$ cat config.mk
export PLATFORM = sky130hd
export DESIGN_NAME = pt_reg_fifo
export DESIGN_NICKNAME = d
export VERILOG_FILES = /design/src/rtl/pt_reg_fifo.sv
export SDC_FILE = /design/constraint.sdc
export NUM_CORES = 1
export LEC_CHECK = 0
export CAP_MARGIN = 5
export CORE_MARGIN = 10
export CORE_UTILIZATION = 50
export CTS_BUF_LIST = sky130_fd_sc_hd__clkbuf_16
export CTS_CLUSTER_SIZE = 40
export DETAILED_ROUTE_END_ITERATION = 12
export GPL_TIMING_DRIVEN = 0
export PLACE_DENSITY = 0.76
export SLEW_MARGIN = 5
export SYNTH_ARGS = -nofsm -noshare
export SYNTH_HDL_FRONTEND = slang
export SYNTH_SLANG_ARGS = --single-unit
$ cat constraint.sdc
create_clock -name clk -period 5.9 [get_ports clk]
set_clock_uncertainty 0.2 [all_clocks]
set_input_delay 0.59 -clock clk [delete_from_list [all_inputs] [get_ports clk]]
set_output_delay 0.59 -clock clk [all_outputs]
set_load 0.02 [all_outputs]
$ cat src/rtl/pt_reg_fifo.sv
// pt_reg_fifo
//   Parametrised register-based hop buffer for the PtRing router. Any depth
//   of 2 or more (power of two not required), first-word-fall-through head,
//   occupancy count, programmable almost-full, and push+pop on the same
//   cycle while full.
//
// Parameters
//   WIDTH    data width in bits
//   DEPTH    number of entries (>=2)
//   AFUL_TH  occupancy at or above which oAFul asserts (1..DEPTH)
//
// Ports
//   clk      rising-edge clock
//   rst      synchronous active-high reset (clears pointers and count)
//   iWrEn    write request, iWrDat write data
//   iRdEn    pop request
//   oFul     DEPTH entries held
//   oAFul    occupancy >= AFUL_TH
//   oEmpty   no entries held
//   oDatVld  thermometer of occupied slots, bit k = (count > k)
//   oCnt     current occupancy
//   oRdDat   head entry, 0 when empty
//
// Optional build macro PT_FIFO_ERR_CHK_EN
//   Adds sticky oOvf (write dropped on full) and oUdf (pop on empty)
//   outputs plus simulation assertions on count/flag consistency.
module pt_reg_fifo #(
    parameter int WIDTH   = 8,
    parameter int DEPTH   = 4,
    parameter int AFUL_TH = DEPTH - 1
) (
    input  logic                         clk,
    input  logic                         rst,
    input  logic                         iWrEn,
    input  logic [WIDTH-1:0]             iWrDat,
    input  logic                         iRdEn,
    output logic                         oFul,
    output logic                         oAFul,
    output logic                         oEmpty,
    output logic [DEPTH-1:0]             oDatVld,
    output logic [$clog2(DEPTH+1)-1:0]   oCnt,
    output logic [WIDTH-1:0]             oRdDat
`ifdef PT_FIFO_ERR_CHK_EN
    ,
    output logic                         oOvf,
    output logic                         oUdf
`endif
);

    localparam int CW = $clog2(DEPTH + 1);
    localparam int PW = (DEPTH > 1) ? $clog2(DEPTH) : 1;

    logic [WIDTH-1:0] mem [DEPTH];
    logic [PW-1:0]    wr_ptr;
    logic [PW-1:0]    rd_ptr;
    logic [CW-1:0]    cnt;
    logic             wr_fire;
    logic             rd_fire;

    // A pop on full frees the slot the write lands in, so iRdEn (not
    // rd_fire) is enough to let a write through while full.
    assign rd_fire = iRdEn & ~oEmpty;
    assign wr_fire = iWrEn & (~oFul | iRdEn);

    // Explicit wrap compare: DEPTH need not be a power of two.
    function automatic logic [PW-1:0] ptr_inc(input logic [PW-1:0] p);
        return (p == PW'(DEPTH - 1)) ? '0 : p + PW'(1);
    endfunction

    always_ff @(posedge clk) begin
        if (rst) begin
            wr_ptr <= '0;
            rd_ptr <= '0;
            cnt    <= '0;
        end else begin
            if (wr_fire) wr_ptr <= ptr_inc(wr_ptr);
            if (rd_fire) rd_ptr <= ptr_inc(rd_ptr);
            case ({wr_fire, rd_fire})
                2'b10:   cnt <= cnt + CW'(1);
                2'b01:   cnt <= cnt - CW'(1);
                default: cnt <= cnt;
            endcase
        end
    end

    // Storage is not reset; requests during reset are ignored.
    always_ff @(posedge clk) begin
        if (!rst && wr_fire) mem[wr_ptr] <= iWrDat;
    end

    // All status is decoded from the registered count only.
    assign oCnt   = cnt;
    assign oEmpty = (cnt == '0);
    assign oFul   = (cnt == CW'(DEPTH));
    assign oAFul  = (cnt >= CW'(AFUL_TH));
    assign oRdDat = oEmpty ? '0 : mem[rd_ptr];

    for (genvar k = 0; k < DEPTH; k++) begin : g_vld
        assign oDatVld[k] = (cnt > CW'(k));
    end

`ifdef PT_FIFO_ERR_CHK_EN
    always_ff @(posedge clk) begin
        if (rst) begin
            oOvf <= 1'b0;
            oUdf <= 1'b0;
        end else begin
            if (iWrEn & oFul & ~iRdEn) oOvf <= 1'b1;
            if (iRdEn & oEmpty)        oUdf <= 1'b1;
        end
    end

`ifndef SYNTHESIS
    a_cnt_max : assert property (@(posedge clk) disable iff (rst)
        cnt <= CW'(DEPTH));
    a_flags : assert property (@(posedge clk) disable iff (rst)
        (oEmpty == (cnt == '0)) && (oFul == (cnt == CW'(DEPTH))) &&
        !(oEmpty && oFul));
`endif
`else
    // Without the checker, illegal requests are silently ignored by the
    // fire qualifiers above and no extra state exists.
`endif

endmodule

; ---- Word level (Yosys, flattened, before mapping)
; Memory sizes are Yosys's and may differ from the RTL's. A register that Yosys moved wholly into a read port is not among the register bits.
; Index checks and enable logic that the tools add are counted.
[totals]
regBits = 7
ram_bits = 32
input_bits = 12
out_inout_bits = 18
mem_count = 1
[classes]
addsub = 4
magnitude_cmp = 5
n_eq_ne = 5
n_mux = 8
n_bitwise = 5
n_reduce_logical = 4
[mem_list]
columns = memory, depth, word_bits, read_ports, rd_ports_with_merged_regs, wr, line
row1 = mem, 4, 8, 1, 1, 1, 53  ; logic [WIDTH-1:0] mem [DEPTH];
[op_table]
columns = op, count
row1 = 2-bit 2-to-1 mux, 4
row2 = 8-bit 2-to-1 mux, 1
row3 = 2-bit == test (second input constant), 3
row4 = 3-bit by 1-bit > comparator with 1-bit output (second input constant), 2
row5 = 3-bit by 2-bit > comparator with 1-bit output (second input constant), 2
row6 = 3-bit case mux with 2 select lines, 1
row7 = 2-bit by 1-bit adder with 2-bit output (second input constant), 2
row8 = 3-bit by 1-bit adder with 3-bit output (second input constant), 1
row9 = 3-bit == test (second input constant), 1
row10 = 3-bit by 2-bit greater-or-equal comparator with 1-bit output (second input constant), 1
row11 = 3-bit logical NOT, 1
row12 = 3-bit by 1-bit subtractor with 3-bit output (second input constant), 1
row13 = 1-bit AND, 2
row14 = 2-bit by 1-bit == test with 1-bit output (second input constant), 1
row15 = 1-bit 2-to-1 mux, 2
row16 = 1-bit NOT, 2
row17 = 2-bit nonzero test, 1
row18 = 1-bit logical AND, 1
row19 = 1-bit logical NOT, 1
row20 = 1-bit OR, 1

; ---- Depth between registers and ports, before layout
[depth]
ltp_word = 7
ltp_mapped = 9
mapped_depth_nobuf = 9

; ---- Worst setup path after synthesis
; Ideal clock, no wire load.
[synth_timing]
kind = register to output
startpoint = register cnt[0], in the netlist oCnt[0]
endpoint = output oRdDat[0]
t_arrival_ns = 1.678
slack_ns = 3.432
stages_incl_launch_ff = 6
path_cell_list = dfxtp_1 -> inv_1 -> ha_1 -> or2b_1 -> clkbuf_1 -> and2_1
[synth_between]
elab_chain_cells = 2
[synth_lines]
columns = element, line
row1 = from (decl), 56  ; logic [CW-1:0] cnt;
row2 = from (signal assigned), 79  ; 2'b10: cnt <= cnt + CW'(1);
row3 = from (signal assigned), 80  ; 2'b01: cnt <= cnt - CW'(1);
row4 = from (signal assigned), 81  ; default: cnt <= cnt;
row5 = 3-bit logical NOT, 93  ; assign oEmpty = (cnt == '0);
row6 = 8-bit 2-to-1 mux, 96  ; assign oRdDat = oEmpty ? '0 : mem[rd_ptr];
row7 = to (decl), 42  ; output logic [WIDTH-1:0] oRdDat
; Every way passes these cells.

; ---- Worst setup path after layout
; Ends and elaborated chain as after synthesis.

==> impl_metrics.yaml <==
hold_path:
  min_from: "rd_ptr[1]"
  min_path_type: "reg -> reg"
  whs_path_depth: 2
worst_setup_path:
  crit_buf_inv: 3
  path_max_fanout: 10
  crit_path_top_delay_cell: "clkdlybuf4s50_1"
  arrival_ns: 2.49
  cp_data_required_time_ns: 5.11
  cp_top_family: "buffers and inverters"
  reg2reg_setup_slack_ns: 3.57
  crit_type: "reg -> out"
  setup.worst_path.end_class: "primary output"
  worstSetupStartpointType: "flop"
  regToRegEndpoint: "mem[3][2]"
  r2r_start: "oCnt[0]"
  rr_worst_depth: 5
  path_cells: "inv_1 -> ha_1 -> or2b_1 -> clkbuf_1 -> and2_1 -> clkdlybuf4s50_1"
  slowest_delay_ns: 0.61
timing:
  relSlewSlack: 0.4956
  period_minus_slack_ns: 3.277
  rsz0062_at_grt: "no"
  setup_viol: 0
  worst_slack_ns: 2.623
  final_hold_viol_count: 0
  finalCritPeriodShare: 0.5555
  finalMaxSlewViolations: 0
  max_freq_mhz: 305.1
  setup-tns-final_ns: 0
  tightest_slew_ns: 0.7533
layout:
  design_area_um2: 2349
  fillers: 246
  layout_common_cells: "edfxtp_1 (32), clkdlybuf4s50_1 (29), ha_1 (12), dfxtp_1 (9)"
  area_delta_synth_final_pct: 29.45
  drive_gt1_frac: 0.1226
  num_antenna_cells: 0
  layout_commonest_cell: "edfxtp_1"
  nNetsFinal: 178
  final_cells: 201
global_routing:
  grt_usage: 0.1218
  use_met1: 0.1110
  grtUsageMet3: 0.04343
  grtUsageMet2: 0.2368
  first_global_vias: 1156
  grt_pass1_wl_mm: 5.747
  top_usage_layer: "met2"
  antenna_found_initial: 0
  grt_overflow: 0
  grt_start_max_net_pins: 14
route:
  drtPass1Iterations: 4
  avgViaCountPerCell: 5.249
  initialDrtViolationCount: 34
  detail-route-antenna-nets: 0
  vias: 1055
  wl_mm: 3.635
  wire_per_inst_um: 18.08
  drcViolationCount: 0
synth:
  ys_ff_latch: 41
  synthTopCellsByArea: "edfxtp_1 (53%), dfxtp_1 (9.9%), ha_1 (8.3%), mux4_1 (5.8%), mux4_2 (5.0%)"
  ys_seq_area_frac: 0.6290
  synth_fp_nets: 142
  yosys.area.top_type_share: 0.5297
  netlist_instances: 118
  netlist_area_um2: 1814
  synth_top_cell_by_area: "edfxtp_1"
  synth.avg_cell_area_um2: 15.37
  yosysUniqueCellTypes: 27
  yosys_warnings: 0
die:
  fp.dieW_um: 80.24
  start_util: 0.5311
  coreArea_um2: 3416
  ioPinCount: 30
  row_count: 21
  die_height_um: 80.24
  die-area_um2: 6438
run_status:
  status: "completed"
clock_network:
  htree_levels: 2
  clk_pin_slew_ns: 0.06
  cts_root_buffer: "clkbuf_16"
  numCtsBuffers: 5
  cts_hold_buf: 0
  clk_path_buf_depth: 2
  cts_resized: 0
  clock-sinks: 41
  cts_tree: "yes"
  clock_latency_ns: 0.28
  postCtsSetupBuffers: 0
placed_design:
  placedInstanceArea_um2: 2177
  hpwl_mm: 2.589
  io_buffers: 29
  gp_congestion: 0.7714
  dp_slack_ns: 2.831
  dp.cells: 193
pwr:
  p_leak_nw: 0.8492
  power.total_mw: 1.117
  p_per_area_nw_per_um2: 475.8
  power.ir.vdd_worst_uv: 251.4
job:
  drv_cap: 0
worst reg2reg max path: cells and delay by family (launching register included):
kind	cells	cell delay (ns)
AOI/OAI and AO/OA	1	0.15
adders and majority gates	1	0.23
buffers and inverters	1	0.13
DFF	1	0.46
and+or+nand+nor	2	0.79
layout make-up:
type | instances | area (um^2) | area share
flip-flops and latches | 41 | 1141 | 0.4859
multi-input cells | 64 | 636.9 | 0.2712
repair buffers | 29 | 290.3 | 0.1236
clock buffers | 5 | 125.1 | 0.05328
well taps | 46 | 57.56 | 0.02451
clock inverters | 3 | 41.29 | 0.01758
inverters | 9 | 33.78 | 0.01438
plain buffers | 4 | 22.52 | 0.009590
registers in the layout, summed over array words and instances, names as in the netlist, named ones only:
| register | cells |
|---|---|
| oCnt | 3 |
| mem | 32 |
| rd_ptr | 2 |
| wr_ptr | 2 |
cells by family (layout without fill, tap and decap cells):
kind of cell / count (synthesis) / count (layout) / share of synthesized area
DFF: 41 / 41 / 0.6290
xor gates and xnor gates: 2 / 2 / 0.009657
muxes: 10 / 10 / 0.1193
and+or+nand+nor: 28 / 28 / 0.08896
buffers and inverters: 13 / 50 / 0.03103
AOI/OAI and AO/OA: 12 / 12 / 0.03932
adders and majority gates: 12 / 12 / 0.08276
worst max-delay path by stage:
stage	start	to	slack, ns	depth (start not counted)
floorplan	oCnt[0]	oRdDat[0]	3.43	5
global placement	rst	mem[1][2]	2.77	3
detailed placement	rst	mem[3][2]	2.83	3
CTS	oCnt[0]	oRdDat[5]	2.57	6
global route	oCnt[0]	oRdDat[3]	2.48	6
finish	oCnt[0]	oRdDat[0]	2.62	6
stage by stage:
step / utilization / hold slack (ns)
detailed placement: 0.6374 / 0.3054
floorplan: - / 0.2717
global placement: 0.6330 / 0.2876
finish: 0.6875 / 0.3204
CTS: 0.6861 / 0.3297
global route: 0.6875 / 0.3426
synthesized netlist by cell type:
master / number
or2b_1: 2
buf_6: 1
or4_1: 1
mux2i_1: 1
nand2_1: 1
nand3_1: 1
o21ai_0: 4
ha_1: 12
and2_1: 8
o32ai_1: 1
xor2_1: 2
clkbuf_1: 3
inv_1: 8
nor2_1: 7
a21oi_1: 4
a31oi_1: 1
nor3_1: 1
mux4_2: 4
a211oi_1: 1
nor3b_1: 4
nand2b_1: 3
dfxtp_1: 9
edfxtp_1: 32
o21ai_2: 1
mux4_1: 4
inv_2: 1
mux2_2: 1
report_power, final:
part | internal, mW | total (mW) | switching, mW
combinational | 0.217 | 0.457 | 0.240
sequential | 0.338 | 0.360 | 0.0220
clock | 0.198 | 0.301 | 0.103
total | 0.752 | 1.12 | 0.365
metal layers:
| layer | wire (um) | up-vias |
|---|---|---|
| met1 | 1358 | 524 |
| met3 | 163 | 6 |
| li1 | - | 509 |
| met4 | 52 | 0 |
| met5 | 0 | - |
| met2 | 2060 | 16 |
(Power assumes the default switching activity.)
